[src/rtl/scoreboard_stall_unit.sv]
// Countdown scoreboard beside the ID stage: stalls reads of registers whose results are not yet deliverable.
// Optional stall statistics are built when STALL_STATS_EN is defined.
module scoreboard_stall_unit #(
    parameter int NREGS    = 32,
    parameter int RW       = 5,
    parameter int CW       = 3,
    parameter int ALU_LAT  = 1,
    parameter int LOAD_LAT = 2
) (
    input  logic             clk,
    input  logic             reset,
    input  logic             id_valid,
    input  logic [5:0]       id_op,
    input  logic [RW-1:0]    id_rs,
    input  logic [RW-1:0]    id_rt,
    input  logic [RW-1:0]    id_rd,
    input  logic             hold,
    input  logic             flush,
    output logic             stall,
    output logic             issue,
    output logic [NREGS-1:0] pending
`ifdef STALL_STATS_EN
    ,
    output logic [31:0]      stall_cycles,
    output logic [31:0]      load_stalls,
    output logic [31:0]      branch_stalls
`endif
);

    localparam logic [5:0] OP_RTYPE = 6'b000000;
    localparam logic [5:0] OP_LW    = 6'b100011;
    localparam logic [5:0] OP_SW    = 6'b101011;
    localparam logic [5:0] OP_BEQ   = 6'b000100;
    localparam logic [5:0] OP_BNE   = 6'b000101;
    localparam logic [5:0] OP_J     = 6'b000010;
    localparam logic [5:0] OP_ADDI  = 6'b001000;
    localparam logic [5:0] OP_SLTI  = 6'b001010;
    localparam logic [5:0] OP_LUI   = 6'b001111;
    localparam logic [5:0] OP_ORI   = 6'b001101;

    typedef struct packed {
        logic          reads_rs;
        logic          reads_rt;
        logic          writes;
        logic          is_branch;
        logic          is_load;
        logic [RW-1:0] dest;
    } decode_t;

    decode_t       dec;
    logic [CW-1:0] cnt [NREGS];
    logic [CW-1:0] cnt_rs;
    logic [CW-1:0] cnt_rt;
    logic          rs_block;
    logic          rt_block;
    logic          load_dest;
    logic [CW-1:0] lat;
    logic [CW-1:0] dest_dec;
    logic [CW-1:0] dest_next;

    function automatic logic [CW-1:0] sat_dec(input logic [CW-1:0] v);
        return (v == '0) ? '0 : v - CW'(1);
    endfunction

    // NOTE: every output of a combinational block gets a default first, so no path leaves a latch behind.
    always_comb begin
        dec = '0;
        case (id_op)
            OP_RTYPE: begin
                dec.reads_rs = 1'b1;
                dec.reads_rt = 1'b1;
                dec.writes   = 1'b1;
                dec.dest     = id_rd;
            end
            OP_LW: begin
                dec.reads_rs = 1'b1;
                dec.writes   = 1'b1;
                dec.is_load  = 1'b1;
                dec.dest     = id_rt;
            end
            OP_SW: begin
                dec.reads_rs = 1'b1;
                dec.reads_rt = 1'b1;
            end
            OP_ADDI, OP_SLTI, OP_ORI: begin
                dec.reads_rs = 1'b1;
                dec.writes   = 1'b1;
                dec.dest     = id_rt;
            end
            OP_LUI: begin
                dec.writes = 1'b1;
                dec.dest   = id_rt;
            end
            OP_BEQ, OP_BNE: begin
                dec.reads_rs  = 1'b1;
                dec.reads_rt  = 1'b1;
                dec.is_branch = 1'b1;
            end
            OP_J:    dec = '0;
            default: dec = '0;
        endcase
    end

    // Branches resolve in ID and need the value now; EX consumers can take a forward one cycle early.
    always_comb begin
        cnt_rs   = cnt[id_rs];
        cnt_rt   = cnt[id_rt];
        rs_block = dec.reads_rs && (id_rs != '0) &&
                   (dec.is_branch ? (cnt_rs != '0) : (cnt_rs > CW'(1)));
        rt_block = dec.reads_rt && (id_rt != '0) &&
                   (dec.is_branch ? (cnt_rt != '0) : (cnt_rt > CW'(1)));
        stall    = id_valid && !reset && (rs_block || rt_block);
        issue    = id_valid && !stall && !hold && !flush && !reset;
    end

    always_comb begin
        load_dest = issue && dec.writes && (dec.dest != '0);
        lat       = dec.is_load ? CW'(LOAD_LAT) : CW'(ALU_LAT);
        dest_dec  = sat_dec(cnt[dec.dest]);
        dest_next = (dest_dec > lat) ? dest_dec : lat;
    end

    // NOTE: the counters are reset because they are control state; a stale count would stall after reset.
    always_ff @(posedge clk) begin
        if (reset) begin
            for (int r = 0; r < NREGS; r++) cnt[r] <= '0;
        end else if (!hold) begin
            for (int r = 0; r < NREGS; r++) begin
                // NOTE: non-blocking updates let every counter see the pre-edge values of its neighbours.
                if (load_dest && (dec.dest == RW'(r))) cnt[r] <= dest_next;
                else                                   cnt[r] <= sat_dec(cnt[r]);
            end
        end
    end

    always_comb begin
        for (int r = 0; r < NREGS; r++) pending[r] = (cnt[r] != '0);
    end

`ifdef STALL_STATS_EN
    logic lflag [NREGS];
    logic load_hit;
    logic dest_flag;

    // A WAW by an ALU op keeps the load flag only while the load's own remaining time still governs the count.
    always_comb begin
        dest_flag = dec.is_load || (lflag[dec.dest] && (dest_dec >= lat));
        load_hit  = (rs_block && lflag[id_rs]) || (rt_block && lflag[id_rt]);
    end

    always_ff @(posedge clk) begin
        if (reset) begin
            for (int r = 0; r < NREGS; r++) lflag[r] <= 1'b0;
            stall_cycles  <= '0;
            load_stalls   <= '0;
            branch_stalls <= '0;
        end else if (!hold) begin
            for (int r = 0; r < NREGS; r++) begin
                if (load_dest && (dec.dest == RW'(r))) lflag[r] <= dest_flag;
            end
            if (stall)                  stall_cycles  <= stall_cycles + 32'd1;
            if (stall && load_hit)      load_stalls   <= load_stalls + 32'd1;
            if (stall && dec.is_branch) branch_stalls <= branch_stalls + 32'd1;
        end
    end
`endif

endmodule

[config.mk]
export PLATFORM = sky130hd
export DESIGN_NAME = scoreboard_stall_unit
export DESIGN_NICKNAME = d
export VERILOG_FILES = /design/src/rtl/scoreboard_stall_unit.sv
export SDC_FILE = /design/constraint.sdc
export NUM_CORES = 1
export LEC_CHECK = 0
export CAP_MARGIN = 20
export CORE_MARGIN = 3
export CORE_UTILIZATION = 56
export DETAILED_ROUTE_END_ITERATION = 10
export GPL_TIMING_DRIVEN = 0
export PLACE_DENSITY = 0.86
export SETUP_SLACK_MARGIN = 0.2
export SYNTH_ARGS = -nofsm -noshare
export SYNTH_HDL_FRONTEND = slang
export SYNTH_SLANG_ARGS = --single-unit
[constraint.sdc]
create_clock -name clk -period 6 [get_ports clk]
set_input_delay 1.2 -clock clk [delete_from_list [all_inputs] [get_ports clk]]
set_output_delay 1.2 -clock clk [all_outputs]
set_load 0.01 [all_outputs]
==> flow_metrics.py <==
metrics = {
    "run_status": {
        "outcome": "finished clean",
    },
    "hold_path": {
        "holdCritPathClass": "flip-flop to flip-flop",
    },
    "clocking": {
        "cts-root-buf": "clkbuf_16",
        "cts_buffer_depth": 2,
        "htree_num_levels": 3,
        "clock_latency_ns": 0.36,
        "path_clk_slew_ns": 0.07,
        "cts_buffers": 9,
        "numClockSinks": 96,
        "cts_tree": "done",
    },
    "critical_path": {
        "cp_max_fo": 10,
        "crit_type": "input port to flip-flop",
        "crit_arrival_ns": 6.07,
        "start_kind": "input port",
        "max_stage_delay_ns": 0.54,
        "worst-path-buf-inv": 8,
        "worst_path_most_repeated_cell": "buf_6",
        "cp_top_family": "compound AO/OA/AOI/OAI gates",
        "slowest_stage": "or4b_4",
        "path_cells": "buf_6 > buf_6 > or4b_4 > o211a_4 > buf_8 > o31ai_4 > buf_6 > buf_12 > o21ai_2 > a221o_1 > a311oi_2 > or2_4 > inv_4 > ha_4 > or3_4 > ha_4 > inv_2 > a21oi_4 > a21oi_4 > nor2_4 > a2111oi_4 > a41oi_4 > buf_12 > a211oi_1",
        "cp-end-kind": "flip-flop",
        "critical_path_required_ns": 6.17,
    },
    "floorplan": {
        "rows": 46,
        "die-area_sq_um": 18500,
        "initial_utilization_pct": 58.3,
        "io_pins": 60,
        "dieHeight_microns": 136,
        "die_w_microns": 136,
        "core_sq_um": 16200,
    },
    "sta": {
        "fin_ws_ns": 0.0957,
        "post-route-period-util_pct": 98.4,
        "rsz0062_at_grt": "true",
        "hold_viol_final": 0,
        "relSlewSlack_pct": 24.3,
        "worst_slew_pin_slew_ns": 1.13,
        "drv_slew": 0,
        "setup_viol": 0,
        "period_needed_ns": 5.90,
        "fin_hold_ws_ns": 0.752,
        "skew_ns": 0.00905,
        "max_freq_mhz": 169,
    },
    "cells_and_area": {
        "largest_reg_flops": 96,
        "final_nets": 1262,
        "top_regs": "cnt (96)",
        "drive_above_1_share_pct": 19.8,
        "final_core_util_pct": 71.3,
        "seqCellArea_sq_um": 2880,
        "final_cell_area_sq_um": 11600,
        "area_growth_pct": 22.3,
        "largest_register": "cnt",
        "n_fill_cell": 1260,
        "multi_input_area_sq_um": 6340,
    },
    "detailed_routing": {
        "dr.pass1.iters": 7,
        "via_per_inst": 7.24,
        "num_vias": 10100,
        "drt_iter0_drc": 1422,
        "antenna_left": 0,
        "totalWireLength_microns": 38700,
        "drc_errors": 0,
        "route.detailed.wl_per_inst_microns": 27.9,
    },
    "grt": {
        "grt_max_degree": 62,
        "antenna_found_initial": 0,
        "grt_busiest_layer": "met2",
        "grt_util_met2_pct": 62.8,
        "use_met3_pct": 9.59,
        "grt.met1_usage_pct": 51.9,
        "grt_pass1_wl_microns": 56800,
        "grt_overflow": 0,
        "grt_pass1_vias": 9530,
        "grt_usage_pct": 41.3,
    },
    "yosys": {
        "synth_edf_count": 96,
        "synth_area_sq_um": 9460,
        "avgSynthCellArea_sq_um": 8.88,
        "ys.flop_type": "edfxtp_1",
        "yosysWarnings": 0,
        "yosysSeqAreaShare_pct": 30.5,
        "synth_nets": 1160,
        "ys_ff_latch": 96,
        "synth_cells": 1065,
        "synth-async-reset-ratio_pct": 0,
        "yosysUniqueCellTypes": 79,
    },
    "placed_design": {
        "dp_hpwl_microns": 27500,
        "io_buffer_count": 48,
        "place_ws_ns": -2.09,
        "dpl_cell_area_sq_um": 10300,
        "routabilityCongestion": 1.06,
    },
    "flow_run": {
        "maxCapViolCount": 0,
    },
    "power": {
        "power.density_nw_per_um2": 221,
        "p_leak_nw": 4.50,
        "ir_drop_v": 0.000171,
    },
}
==> placed cells by master (no fill, tap or decap), types with 8 or more instances in the layout <==
cell / count
o31a_1: 8
buf_4: 41
nand3_1: 14
o31ai_1: 16
nor2_1: 131
a221oi_1: 9
o21ai_0: 51
ha_1: 67
buf_2: 10
a31oi_1: 20
clkdlybuf4s50_1: 42
buf_6: 10
nor4_1: 12
o22ai_1: 14
nand2_1: 77
nor3_1: 18
a21o_1: 17
mux2_2: 27
mux4_2: 24
o311ai_0: 9
nand4_1: 11
nand2b_1: 11
clkbuf_1: 27
inv_1: 107
a211oi_1: 21
edfxtp_1: 96
mux2i_1: 30
a21oi_1: 37
clkbuf_16: 10
==> report_power, final <==
| part | internal, mW | total [mW] | switching [mW] | leakage [nW] |
|---|---|---|---|---|
| Combinational | 0.423 | 0.954 | 0.531 | 3.30 |
| Sequential | 0.834 | 0.967 | 0.133 | 1.06 |
| Clock | 0.362 | 0.633 | 0.270 | 0.149 |
| Total | 1.62 | 2.55 | 0.935 | 4.50 |
==> worst paths after layout <==
kind	from	end	slack [ns]	cells after the start
worst max register to register	cnt[16][0]	cnt[1][1]	1.44	9
worst max-delay path	id_op[2]	cnt[1][1]	0.1	24
worst min-delay path	cnt[0][0]	cnt[0][0]	0.75	1
worst min register to register	cnt[0][0]	cnt[0][0]	0.75	1
==> layout make-up <==
type	count	share of cell area, %
multi-input cells	789	54.8
clock buffers	9	1.95
clock inverters	6	0.735
inverters	110	3.60
flip-flops and latches	96	24.9
plain buffers	70	3.97
repair buffers	91	7.67
well taps	216	2.34
diodes	1	0.0216
==> cell families after synthesis <==
family | Yosys count | synth area share [%]
compound gates | 315 | 24.9
mux | 85 | 12.6
buf+inv | 180 | 7.55
fa+ha+maj | 69 | 9.13
simple gates | 320 | 15.4
flops | 96 | 30.5
==> routing by layer <==
| layer | routed length, microns | up-vias |
|---|---|---|
| met5 | 0 | - |
| met1 | 13500 | 4715 |
| met4 | 3180 | 0 |
| met2 | 16700 | 900 |
| met3 | 5330 | 232 |
| li1 | - | 4205 |
==> metrics by stage <==
step	setup TNS, ns	std cells	power [mW]
after CTS	0	1377	2.47
after global placement	-163.58	1329	1.73
final	0	1388	2.55
after global routing	0	1387	2.64
after floorplan	0	1065	1.44
after detailed placement	-142.10	1330	1.75
==> synthesized netlist by cell type, types with 5 or more instances <==
master / count / area share [%]
mux2_2: 31 / 3.7
o21ai_0: 52 / 2.8
o31a_1: 8 / 0.74
buf_1: 10 / 0.40
o31ai_1: 18 / 1.4
a311oi_1: 7 / 0.65
mux4_2: 24 / 5.7
or2_2: 5 / 0.33
nor2_1: 137 / 5.4
a32oi_1: 6 / 0.56
inv_1: 109 / 4.3
o22ai_1: 14 / 0.93
buf_2: 19 / 1.0
ha_1: 69 / 9.1
and2_1: 7 / 0.46
a21oi_1: 41 / 2.2
a31oi_1: 23 / 1.5
o311a_1: 5 / 0.53
clkbuf_1: 39 / 1.5
nor4_1: 13 / 0.86
o221ai_1: 6 / 0.56
edfxtp_1: 96 / 30
a311o_1: 7 / 0.74
nand4_1: 11 / 0.73
a221oi_1: 11 / 1.0
a311oi_2: 5 / 0.79
a2111oi_0: 6 / 0.56
a21o_1: 17 / 1.3
o311ai_0: 12 / 1.1
nor3_1: 19 / 1.0
mux2i_1: 30 / 3.2
nand3_1: 15 / 0.79
nand2b_1: 12 / 0.79
nand2_1: 79 / 3.1
a211oi_1: 22 / 1.7
==> repair_timing <==
action | 4_1_cts | 5_1_grt
endpoints found under the setup margin | 95 | 64
setup buffers | 29 | 9
gates cloned | 3 | 0
resized for setup | 117 | 51
hold buffers | 0 | 0
pin swaps | 28 | 22
Power figures use the tool's default switching activity.
